--- src/rtl/uart_wb_pkg.sv ---
// Shared constants and FSM encoding for the UART-to-Wishbone master bridge.
// UART_WB_PARITY_EN selects 11-bit frames with even parity instead of 8N1.
package uart_wb_pkg;

  localparam logic [7:0] CMD_WR = 8'h57;
  localparam logic [7:0] CMD_RD = 8'h52;
  localparam logic [7:0] ST_OK  = 8'h4B;
  localparam logic [7:0] ST_ERR = 8'h45;

`ifdef UART_WB_PARITY_EN
  localparam int unsigned UART_FRAME_BITS = 11;
`else
  localparam int unsigned UART_FRAME_BITS = 10;
`endif

  typedef enum logic [2:0] {
    S_IDLE,
    S_ADDR,
    S_DATA,
    S_BUS,
    S_RESP
  } bridge_state_t;

endpackage

--- src/rtl/uart_wb_phy.sv ---
// UART physical layer: rx synchroniser, rx/tx shifters and baud counters.
// UART_WB_PARITY_EN adds an even parity bit after the data bits in both directions.
module uart_wb_phy
  import uart_wb_pkg::*;
#(
  parameter int CLK_DIV = 434
) (
  input  logic       clk,
  input  logic       rst_n,
  input  logic       uart_rx,
  output logic       uart_tx,
  output logic [7:0] rx_data,
  output logic       rx_valid,
  output logic       rx_err,
  input  logic [7:0] tx_data,
  input  logic       tx_start,
  output logic       tx_busy
);

  localparam int CW = $clog2(CLK_DIV);
  localparam logic [CW-1:0] HALF_M1  = CW'(CLK_DIV / 2 - 1);
  localparam logic [CW-1:0] FULL_M1  = CW'(CLK_DIV - 1);
  localparam logic [3:0]    STOP_IDX = 4'(UART_FRAME_BITS - 1);
  localparam int TXW = UART_FRAME_BITS - 1;

  logic          rx_meta_reg, rx_sync_reg, rx_prev_reg;
  logic          rx_busy_reg;
  logic [CW-1:0] rx_cnt_reg;
  logic [3:0]    rx_bit_reg;
  logic [7:0]    rx_shift_reg;
  logic          rx_valid_reg, rx_err_reg;
  logic          rx_par_ok;

  logic           tx_busy_reg, tx_line_reg;
  logic [CW-1:0]  tx_cnt_reg;
  logic [3:0]     tx_bit_reg;
  logic [TXW-1:0] tx_frame_reg;

`ifdef UART_WB_PARITY_EN
  logic rx_par_reg;
  assign rx_par_ok = (rx_par_reg == ^rx_shift_reg);
`else
  assign rx_par_ok = 1'b1;
`endif

  // Bit index 0 is the start bit, sampled at mid-bit; later bits follow every CLK_DIV cycles.
  always_ff @(posedge clk or negedge rst_n) begin
    if (!rst_n) begin
      rx_meta_reg  <= 1'b1;
      rx_sync_reg  <= 1'b1;
      rx_prev_reg  <= 1'b1;
      rx_busy_reg  <= 1'b0;
      rx_cnt_reg   <= '0;
      rx_bit_reg   <= '0;
      rx_shift_reg <= '0;
      rx_valid_reg <= 1'b0;
      rx_err_reg   <= 1'b0;
`ifdef UART_WB_PARITY_EN
      rx_par_reg   <= 1'b0;
`endif
    end else begin
      rx_meta_reg  <= uart_rx;
      rx_sync_reg  <= rx_meta_reg;
      rx_prev_reg  <= rx_sync_reg;
      rx_valid_reg <= 1'b0;
      rx_err_reg   <= 1'b0;
      if (!rx_busy_reg) begin
        if (rx_prev_reg && !rx_sync_reg) begin
          rx_busy_reg <= 1'b1;
          rx_cnt_reg  <= '0;
          rx_bit_reg  <= '0;
        end
      end else if (rx_bit_reg == 4'd0) begin
        if (rx_cnt_reg == HALF_M1) begin
          if (rx_sync_reg) begin
            rx_busy_reg <= 1'b0;
          end else begin
            rx_cnt_reg <= '0;
            rx_bit_reg <= 4'd1;
          end
        end else begin
          rx_cnt_reg <= rx_cnt_reg + CW'(1);
        end
      end else if (rx_cnt_reg == FULL_M1) begin
        rx_cnt_reg <= '0;
        rx_bit_reg <= rx_bit_reg + 4'd1;
        if (rx_bit_reg == STOP_IDX) begin
          rx_busy_reg <= 1'b0;
          if (rx_sync_reg && rx_par_ok) rx_valid_reg <= 1'b1;
          else rx_err_reg <= 1'b1;
        end else if (rx_bit_reg <= 4'd8) begin
          rx_shift_reg <= {rx_sync_reg, rx_shift_reg[7:1]};
        end
`ifdef UART_WB_PARITY_EN
        else begin
          rx_par_reg <= rx_sync_reg;
        end
`endif
      end else begin
        rx_cnt_reg <= rx_cnt_reg + CW'(1);
      end
    end
  end

  assign rx_data  = rx_shift_reg;
  assign rx_valid = rx_valid_reg;
  assign rx_err   = rx_err_reg;

  // The line register already shows the start bit; the frame holds what follows it.
  always_ff @(posedge clk or negedge rst_n) begin
    if (!rst_n) begin
      tx_busy_reg  <= 1'b0;
      tx_line_reg  <= 1'b1;
      tx_cnt_reg   <= '0;
      tx_bit_reg   <= '0;
      tx_frame_reg <= '1;
    end else if (!tx_busy_reg) begin
      if (tx_start) begin
        tx_busy_reg <= 1'b1;
        tx_line_reg <= 1'b0;
        tx_cnt_reg  <= '0;
        tx_bit_reg  <= '0;
`ifdef UART_WB_PARITY_EN
        tx_frame_reg <= {1'b1, ^tx_data, tx_data};
`else
        tx_frame_reg <= {1'b1, tx_data};
`endif
      end
    end else if (tx_cnt_reg == FULL_M1) begin
      tx_cnt_reg <= '0;
      if (tx_bit_reg == STOP_IDX) begin
        tx_busy_reg <= 1'b0;
        tx_line_reg <= 1'b1;
      end else begin
        tx_line_reg  <= tx_frame_reg[0];
        tx_frame_reg <= {1'b1, tx_frame_reg[TXW-1:1]};
        tx_bit_reg   <= tx_bit_reg + 4'd1;
      end
    end else begin
      tx_cnt_reg <= tx_cnt_reg + CW'(1);
    end
  end

  assign uart_tx = tx_line_reg;
  assign tx_busy = tx_busy_reg;

endmodule

--- src/rtl/uart_wb_master_bridge.sv ---
// UART command frames in, one Wishbone read/write with ack timeout, status/data bytes out.
// UART_WB_PARITY_EN (in uart_wb_phy) switches the link to even-parity 11-bit frames.
module uart_wb_master_bridge
  import uart_wb_pkg::*;
#(
  parameter int DATA_WIDTH     = 32,
  parameter int ADDR_WIDTH     = 16,
  parameter int CLK_DIV        = 434,
  parameter int TIMEOUT_CYCLES = 1024
) (
  input  logic                    clk,
  input  logic                    rst_n,
  input  logic                    uart_rx,
  output logic                    uart_tx,
  output logic                    wb_cyc_o,
  output logic                    wb_stb_o,
  output logic                    wb_we_o,
  output logic [ADDR_WIDTH-1:0]   wb_adr_o,
  output logic [DATA_WIDTH-1:0]   wb_dat_o,
  output logic [DATA_WIDTH/8-1:0] wb_sel_o,
  input  logic [DATA_WIDTH-1:0]   wb_dat_i,
  input  logic                    wb_ack_i,
  output logic                    busy_o
);

  localparam int DBYTES = DATA_WIDTH / 8;
  localparam int ABYTES = ADDR_WIDTH / 8;
  localparam int MAXB   = (ABYTES > DBYTES) ? ABYTES : DBYTES;
  localparam int IDX_W  = (MAXB > 1) ? $clog2(MAXB) : 1;
  localparam int TO_W   = $clog2(TIMEOUT_CYCLES + 1);
  localparam int RIDX_W = $clog2(DBYTES + 2);

  logic [7:0] rx_data, tx_byte;
  logic       rx_valid, rx_err, tx_start, tx_busy;

  bridge_state_t             state_reg, state_next;
  logic                      is_read_reg, is_read_next;
  logic [IDX_W-1:0]          byte_idx_reg, byte_idx_next;
  logic [ADDR_WIDTH-1:0]     adr_reg, adr_next;
  logic [DATA_WIDTH-1:0]     wdat_reg, wdat_next;
  logic [DATA_WIDTH-1:0]     rdat_reg, rdat_next;
  logic [7:0]                status_reg, status_next;
  logic [TO_W-1:0]           to_cnt_reg, to_cnt_next;
  logic [RIDX_W-1:0]         resp_idx_reg, resp_idx_next, resp_last;
  logic                      tx_launched_reg, tx_launched_next;

  uart_wb_phy #(
    .CLK_DIV (CLK_DIV)
  ) u_phy (
    .clk      (clk),
    .rst_n    (rst_n),
    .uart_rx  (uart_rx),
    .uart_tx  (uart_tx),
    .rx_data  (rx_data),
    .rx_valid (rx_valid),
    .rx_err   (rx_err),
    .tx_data  (tx_byte),
    .tx_start (tx_start),
    .tx_busy  (tx_busy)
  );

  // Response byte 0 is the status; bytes 1..DBYTES are read data, LSB first.
  assign resp_last = (is_read_reg && status_reg == ST_OK) ? RIDX_W'(DBYTES) : '0;
  assign tx_byte   = (resp_idx_reg == '0) ? status_reg
                   : 8'(rdat_reg >> (8 * (resp_idx_reg - RIDX_W'(1))));

  always_comb begin
    state_next       = state_reg;
    is_read_next     = is_read_reg;
    byte_idx_next    = byte_idx_reg;
    adr_next         = adr_reg;
    wdat_next        = wdat_reg;
    rdat_next        = rdat_reg;
    status_next      = status_reg;
    to_cnt_next      = to_cnt_reg;
    resp_idx_next    = resp_idx_reg;
    tx_launched_next = 1'b0;
    tx_start         = 1'b0;
    unique case (state_reg)
      S_IDLE: begin
        if (rx_valid) begin
          byte_idx_next = '0;
          resp_idx_next = '0;
          if (rx_data == CMD_WR || rx_data == CMD_RD) begin
            is_read_next = (rx_data == CMD_RD);
            state_next   = S_ADDR;
          end else begin
            is_read_next = 1'b0;
            status_next  = ST_ERR;
            state_next   = S_RESP;
          end
        end
      end
      S_ADDR: begin
        if (rx_err) begin
          status_next = ST_ERR;
          state_next  = S_RESP;
        end else if (rx_valid) begin
          adr_next[byte_idx_reg*8 +: 8] = rx_data;
          if (byte_idx_reg == IDX_W'(ABYTES - 1)) begin
            byte_idx_next = '0;
            to_cnt_next   = '0;
            state_next    = is_read_reg ? S_BUS : S_DATA;
          end else begin
            byte_idx_next = byte_idx_reg + IDX_W'(1);
          end
        end
      end
      S_DATA: begin
        if (rx_err) begin
          status_next = ST_ERR;
          state_next  = S_RESP;
        end else if (rx_valid) begin
          wdat_next[byte_idx_reg*8 +: 8] = rx_data;
          if (byte_idx_reg == IDX_W'(DBYTES - 1)) begin
            byte_idx_next = '0;
            to_cnt_next   = '0;
            state_next    = S_BUS;
          end else begin
            byte_idx_next = byte_idx_reg + IDX_W'(1);
          end
        end
      end
      S_BUS: begin
        // Ack wins over an expiring count in the same cycle.
        if (wb_ack_i) begin
          rdat_next   = wb_dat_i;
          status_next = ST_OK;
          state_next  = S_RESP;
        end else if (to_cnt_reg == TO_W'(TIMEOUT_CYCLES - 1)) begin
          status_next = ST_ERR;
          state_next  = S_RESP;
        end else begin
          to_cnt_next = to_cnt_reg + TO_W'(1);
        end
      end
      S_RESP: begin
        // tx_busy rises one cycle after tx_start, so skip the launch cycle.
        if (!tx_busy && !tx_launched_reg) begin
          if (resp_idx_reg > resp_last) begin
            state_next = S_IDLE;
          end else begin
            tx_start         = 1'b1;
            tx_launched_next = 1'b1;
            resp_idx_next    = resp_idx_reg + RIDX_W'(1);
          end
        end
      end
      default: state_next = S_IDLE;
    endcase
  end

  always_ff @(posedge clk or negedge rst_n) begin
    if (!rst_n) begin
      state_reg       <= S_IDLE;
      is_read_reg     <= 1'b0;
      byte_idx_reg    <= '0;
      adr_reg         <= '0;
      wdat_reg        <= '0;
      rdat_reg        <= '0;
      status_reg      <= '0;
      to_cnt_reg      <= '0;
      resp_idx_reg    <= '0;
      tx_launched_reg <= 1'b0;
    end else begin
      state_reg       <= state_next;
      is_read_reg     <= is_read_next;
      byte_idx_reg    <= byte_idx_next;
      adr_reg         <= adr_next;
      wdat_reg        <= wdat_next;
      rdat_reg        <= rdat_next;
      status_reg      <= status_next;
      to_cnt_reg      <= to_cnt_next;
      resp_idx_reg    <= resp_idx_next;
      tx_launched_reg <= tx_launched_next;
    end
  end

  assign wb_cyc_o = (state_reg == S_BUS);
  assign wb_stb_o = (state_reg == S_BUS);
  assign wb_we_o  = (state_reg == S_BUS) && !is_read_reg;
  assign wb_sel_o = {DBYTES{state_reg == S_BUS}};
  assign wb_adr_o = adr_reg;
  assign wb_dat_o = wdat_reg;
  assign busy_o   = (state_reg != S_IDLE);

endmodule

--- config.mk ---
export PLATFORM = sky130hd
export DESIGN_NAME = uart_wb_master_bridge
export DESIGN_NICKNAME = d
export VERILOG_FILES = /design/src/rtl/uart_wb_pkg.sv /design/src/rtl/uart_wb_phy.sv /design/src/rtl/uart_wb_master_bridge.sv
export SDC_FILE = /design/constraint.sdc
export NUM_CORES = 1
export LEC_CHECK = 0
export ABC_AREA = 0
export CORE_MARGIN = 2
export CORE_UTILIZATION = 50
export DETAILED_ROUTE_END_ITERATION = 16
export PLACE_DENSITY = 0.73
export SYNTH_ARGS = -nofsm -noshare
export SYNTH_HDL_FRONTEND = slang
export SYNTH_HIERARCHICAL = 1
export SYNTH_SLANG_ARGS = --single-unit
--- constraint.sdc ---
create_clock -name clk -period 5.6 [get_ports clk]
set_input_delay 0.84 -clock clk [delete_from_list [all_inputs] [get_ports clk]]
set_output_delay 0.84 -clock clk [all_outputs]
set_load 0.005 [all_outputs]
* After elaboration in Yosys (flattened, before gate mapping) *
Index checks and enable logic that the tools add are counted.

cells by class
  add/sub/neg operators = 9
  multipliers = 0
  div/mod/pow operators = 0
  magnitude comparators = 2
  equality and inequality tests = 40
  shifts and indexed selects = 5
  multiplexer cells = 96
  bitwise gates (word level) = 3
  reduce and logical (&&, ||, !) cells = 34

operators with widths
  kind                                                    count
  2-to-1 mux 9 bit                                        13
  2-to-1 mux 11 bit                                       8
  2-to-1 mux 3 bit                                        16
  2-to-1 mux 8 bit                                        6
  2-to-1 mux 4 bit                                        10
  negator 5 -> 34 bit                                     1
  variable shift 8 x 34 -> 16 bit (first input constant)  1
  variable shift 8 x 34 -> 32 bit (first input constant)  1
  indexed part select 8 x 34 -> 16 bit                    1
  indexed part select 8 x 34 -> 32 bit                    1
  case mux 11 bit (3 select lines)                        1
  bitwise mux 32 bit                                      1
  right shift 32 x 32 -> 8 bit                            1
  2-to-1 mux 1 bit                                        29
  == test 8 x 7 -> 1 bit (second input constant)          3
  != test 2 bit (second input constant)                   12
  case mux 8 bit (3 select lines)                         1
  adder 9 x 1 -> 9 bit (second input constant)            2
  == test 9 bit (second input constant)                   2
  bitwise mux 16 bit                                      1
  case mux 3 bit (5 select lines)                         1
  2-to-1 mux 2 bit                                        7
  nonzero test 3 bit                                      4
  adder 11 x 1 -> 11 bit (second input constant)          1
  other kinds (36)                                        65

storage, ports and cells
  bits in registers = 160
  bits in latches = 0
  RAM bits = 0
  memory bits (read-only) = 0
  input bits = 36
  word-level logic and storage cells = 213
  memories = 0

* Longest topological paths before layout *
  word-level depth = 9
  gate-level depth with buffers = 11

* Modules after synthesis *
The synthesis kept the hierarchy.

modules (own cells, without submodules)
  module                 instances  cells each  area an instance (sq um)  seq. area each (sq um)
  uart_wb_master_bridge  1          476         5042.3                    2602.5
  uart_wb_phy            1          250         2617.5                    1266.2

* Least setup slack after synthesis *
Ideal clock, no wire load.

  path kind = register to register
  start point = reg resp_idx_reg[0]
  end point = reg u_phy.tx_bit_reg[0]
  library setup time = 64 ps
  arrival time = 2211 ps
  data required time = 5536 ps
  slack = 3325 ps
  cell stages (with the launch flop) = 12
  buffers on the path = 3
  clock period less this slack = 2275 ps
  path through = dfrtp_1 > buf_2 > inv_1 > ha_1 > nand2b_1 > and4_1 > and2_1 > nand2b_1 > clkbuf_1 > and2_1 > buf_6 > a21o_1

between the ends
  cells in the longest elaborated chain, start to end = 6

ends and longest elaborated chain
  item                            line                          source
  start: declaration              uart_wb_master_bridge.sv:44   logic [RIDX_W-1:0] resp_idx_reg, resp_idx_next, resp_last;
  start signal: assignment        uart_wb_master_bridge.sv:174  resp_idx_reg <= resp_idx_next;
  > comparator 3 bit              uart_wb_master_bridge.sv:140  if (resp_idx_reg > resp_last) begin
  2-to-1 mux 1 bit (3 in series)  --
  named net tx_launched_next      uart_wb_master_bridge.sv:45   logic tx_launched_reg, tx_launched_next;
  nonzero test 2 bit (no line)    --
  AND reduction 3 bit (no line)   --
  end signal: assignment          uart_wb_phy.sv:137            tx_bit_reg <= tx_bit_reg + 4'd1;
  end: declaration                uart_wb_phy.sv:36             logic [3:0] tx_bit_reg;

The timed path passes the listed nets, and every way through them passes these cells.
A chain may end at the register's enable or synchronous reset.

* Worst setup path in the final report *
  start point = reg state_reg[2]
  end point = out wb_sel_o[3]

between the ends
  cells in the longest elaborated chain, start to end = 1

ends and longest elaborated chain
  item                      line                          source
  start: declaration        uart_wb_master_bridge.sv:36   bridge_state_t state_reg, state_next;
  start signal: assignment  uart_wb_master_bridge.sv:166  state_reg <= state_next;
  == test 3 x 2 -> 1 bit    uart_wb_master_bridge.sv:182  assign wb_sel_o = {DBYTES{state_reg == S_BUS}};
  end: declaration          uart_wb_master_bridge.sv:20   output logic [DATA_WIDTH/8-1:0] wb_sel_o,

No other way between the ends.

==> impl_metrics.ini <==
[clock_tree]
cts_resized = 0
cts_num_sinks = 154
postCtsSetupBuffers = 0
holdBufCountCts = 0
register_clock_pin_slew_on_the_reported_worst_setup_and_hold_paths_ns = 0.06
tritoncts = yes
clock_tree_root_buffer_cell = sky130_fd_sc_hd__clkbuf_16
clk-insertion-delay-late_ns = 0.42
cts_made_buffers = 17
cts_max_level = 4
ctsLongestPathBuffers = 2

[synthesis]
synth.avg_cell_area_um2 = 10.6
main_combinational_cell_family_by_area_after_synthesis = simple AND/OR/NAND/NOR gates
synth.cells.most_frequent = sky130_fd_sc_hd__dfrtp_1, sky130_fd_sc_hd__nand2_1, sky130_fd_sc_hd__o21ai_0, sky130_fd_sc_hd__mux2_2, sky130_fd_sc_hd__inv_1
synthFlopType = sky130_fd_sc_hd__dfrtp_1
cell_with_the_most_instances_after_synthesis = sky130_fd_sc_hd__dfrtp_1
synthArstFlopShare_pct = 100
synth-seq-area-share_pct = 50.5
synth.ff_latch_count = 154
netlist_instances = 726
synth_top_area_share_pct = 46.4
post_synth_mux_area_share_pct = 9.85
synth_compound_area_share_pct = 14.0
yosysWarningCount = 6
mappedNetlistArea_mm2 = 0.00766
synth_cell_types = 75
xor_and_xnor_area_share_after_synthesis_pct = 0.457
mappedNetlistNets = 784
synth-adder-area-share_pct = 3.72
number_of_flops_mapped_to_enable_cells_by_yosys = 0
synth-simple-area-share_pct = 17.2
synth_top_cell_by_area = sky130_fd_sc_hd__dfrtp_1
most_area_consuming_cells_after_synthesis = sky130_fd_sc_hd__dfrtp_1, sky130_fd_sc_hd__mux2_2, sky130_fd_sc_hd__nand2_1

[routing]
routed_via_density = 5.76
vias = 5809
firstDrtPassIters = 5
drt-initial-drc-count = 474
detail_route.wirelength_mm = 17.2
avgRoutedWirePerCell_um = 17.0
route.detailed.drc = 0
route.antenna.remaining_nets = 0

[power_and_ir_drop]
power_per_cell_area_mw_per_mm2 = 271
max-vdd-ir-drop_uv = 209
leakage_nw = 4.06

[placed_design]
place.gp.congestion = 0.843
numPlacedInstances = 976
placedInstanceArea_mm2 = 0.00863
hpwl_mm = 11.7
numPortBuffers = 92

[floorplanning]
dieArea_mm2 = 0.0163
initial_standard_cell_utilization_of_the_core_pct = 50.8
die_width_um = 128
design.core.area_mm2 = 0.0151
placementRows = 45
die_h_um = 128
io_pins = 93

[sta]
slew_viol_final = 0
grt_setup_unrepaired = no
max_freq_ghz = 0.311
timing.max_slew.rel_slack_pct = 36.3
period_needed_ns = 3.22
clock_skew_ns = 0.0100
fin_tns_setup_ns = 0
final-setup-viol-count = 0
hold_viol_final = 0
worst_pin_slew_ns = 0.954
post-route-period-util_pct = 57.5

[cells_and_area]
insertedDiodeCount = 0
final-instance-count-excl-fill = 1008
syn2layout_area_growth_pct = 20.9
design_area_mm2 = 0.00926
drive_gt1_share_pct = 14.3
nNetsFinal = 865

[grt]
first_global_vias = 5774
grt_antenna_before_repair = 0
grt_first_pass_wirelength_mm = 28.6
grt_start_max_net_pins = 102
grt_use_total_pct = 21.8
globalRouteOverflowTotal = 0

[outcome]
outcome = finished clean

[job]
timing.max_cap.violations = 0

[setup_path]
worstSetupPathType = reg -> out
required_ns = 4.76
crit_path_end_kind = primary output
setup.worst_path.start_class = register
timing.critical_path.arrival_ns = 2.38
crit_path_max_fanout = 18

[min_path]
min_delay_worst_type = reg -> reg
[cell usage in the layout (no fill, tap or decap), types with 10 or more instances in the layout]
cell,synthesis,routed
sky130_fd_sc_hd__dfstp_2,12,12
sky130_fd_sc_hd__clkbuf_16,0,17
sky130_fd_sc_hd__mux2_2,43,43
sky130_fd_sc_hd__nand3_1,22,22
sky130_fd_sc_hd__inv_1,32,32
sky130_fd_sc_hd__nor2_1,27,27
sky130_fd_sc_hd__clkdlybuf4s50_1,0,91
sky130_fd_sc_hd__a22o_1,10,10
sky130_fd_sc_hd__nand2_1,112,112
sky130_fd_sc_hd__dfrtp_1,142,142
sky130_fd_sc_hd__o21ai_0,63,63
sky130_fd_sc_hd__nor2b_1,11,11
sky130_fd_sc_hd__o22ai_1,16,16
sky130_fd_sc_hd__ha_1,22,22
sky130_fd_sc_hd__nand4_1,10,10
sky130_fd_sc_hd__nor3_1,10,10
sky130_fd_sc_hd__a21oi_1,18,18
[logic make-up after synthesis]
logic type,Yosys count
mux,61
fa+ha+maj,23
compound gates,164
buf+inv,65
simple gates,255
xor+xnor,4
flops,154
[routing by layer]
metal  track usage (%)  wire, µm  vias up  part of all wire (%)
li1                  -         -     2756                     -
met1              29.3      7680     2885                    45
met2              35.7      8590      145                    50
met3              4.59       618       23                   3.6
met4              7.18       272        0                   1.6
met5                 0         0        -                     0
[area by class of cell]
class	count	area [µm²]
Fill cell	1215	5830
Sequential cell	154	3870
Multi-Input combinational cell	507	3470
Timing Repair Buffer	94	937
Clock buffer	17	425
Tap cell	188	235
Clock inverter	15	200
Inverter	33	124
[worst paths after layout]
path / from / cells after the start / endpoint / slack (ns)
max: state_reg[2] / 3 / wb_sel_o[3] / 2.38
min: u_phy/rx_meta_reg / 0 / u_phy/rx_sync_reg / 0.36
max reg2reg: resp_idx_reg[0] / 8 / u_phy/tx_bit_reg[1] / 2.83
min reg2reg: u_phy/rx_meta_reg / 0 / u_phy/rx_sync_reg / 0.36
max in group asynchronous: rst_n / 2 / u_phy/rx_bit_reg[1] / 3.81
min in group asynchronous: rst_n / 1 / u_phy/tx_bit_reg[3] / 0.51
[stage by stage]
| stage | utilization (%) | setup WS (ns) | hold slack [ns] | total power [mW] |
|---|---|---|---|---|
| finish | 61.4 | 2.38 | 0.357 | 2.51 |
| global route | 61.4 | 2.22 | 0.365 | 2.60 |
| CTS | 61.4 | 2.35 | 0.357 | 2.53 |
| detailed placement | 57.2 | 2.80 | 0.347 | 1.32 |
| global placement | 57.2 | 2.87 | 0.346 | 1.31 |
| floorplan | - | 3.33 | 0.345 | 1.24 |
[report_power, final]
group	switching [mW]	internal (mW)
sequential	0.0228	1.13
clock	0.495	0.718
combinational	0.0799	0.0609
[worst max-delay path, stage by stage, from the launching register on]
cell and delay (ns):
sky130_fd_sc_hd__dfrtp_1 0.59, sky130_fd_sc_hd__nand3b_1 0.52, sky130_fd_sc_hd__inv_2 0.30, sky130_fd_sc_hd__clkdlybuf4s50_1 0.55
(Power assumes the default switching activity.)
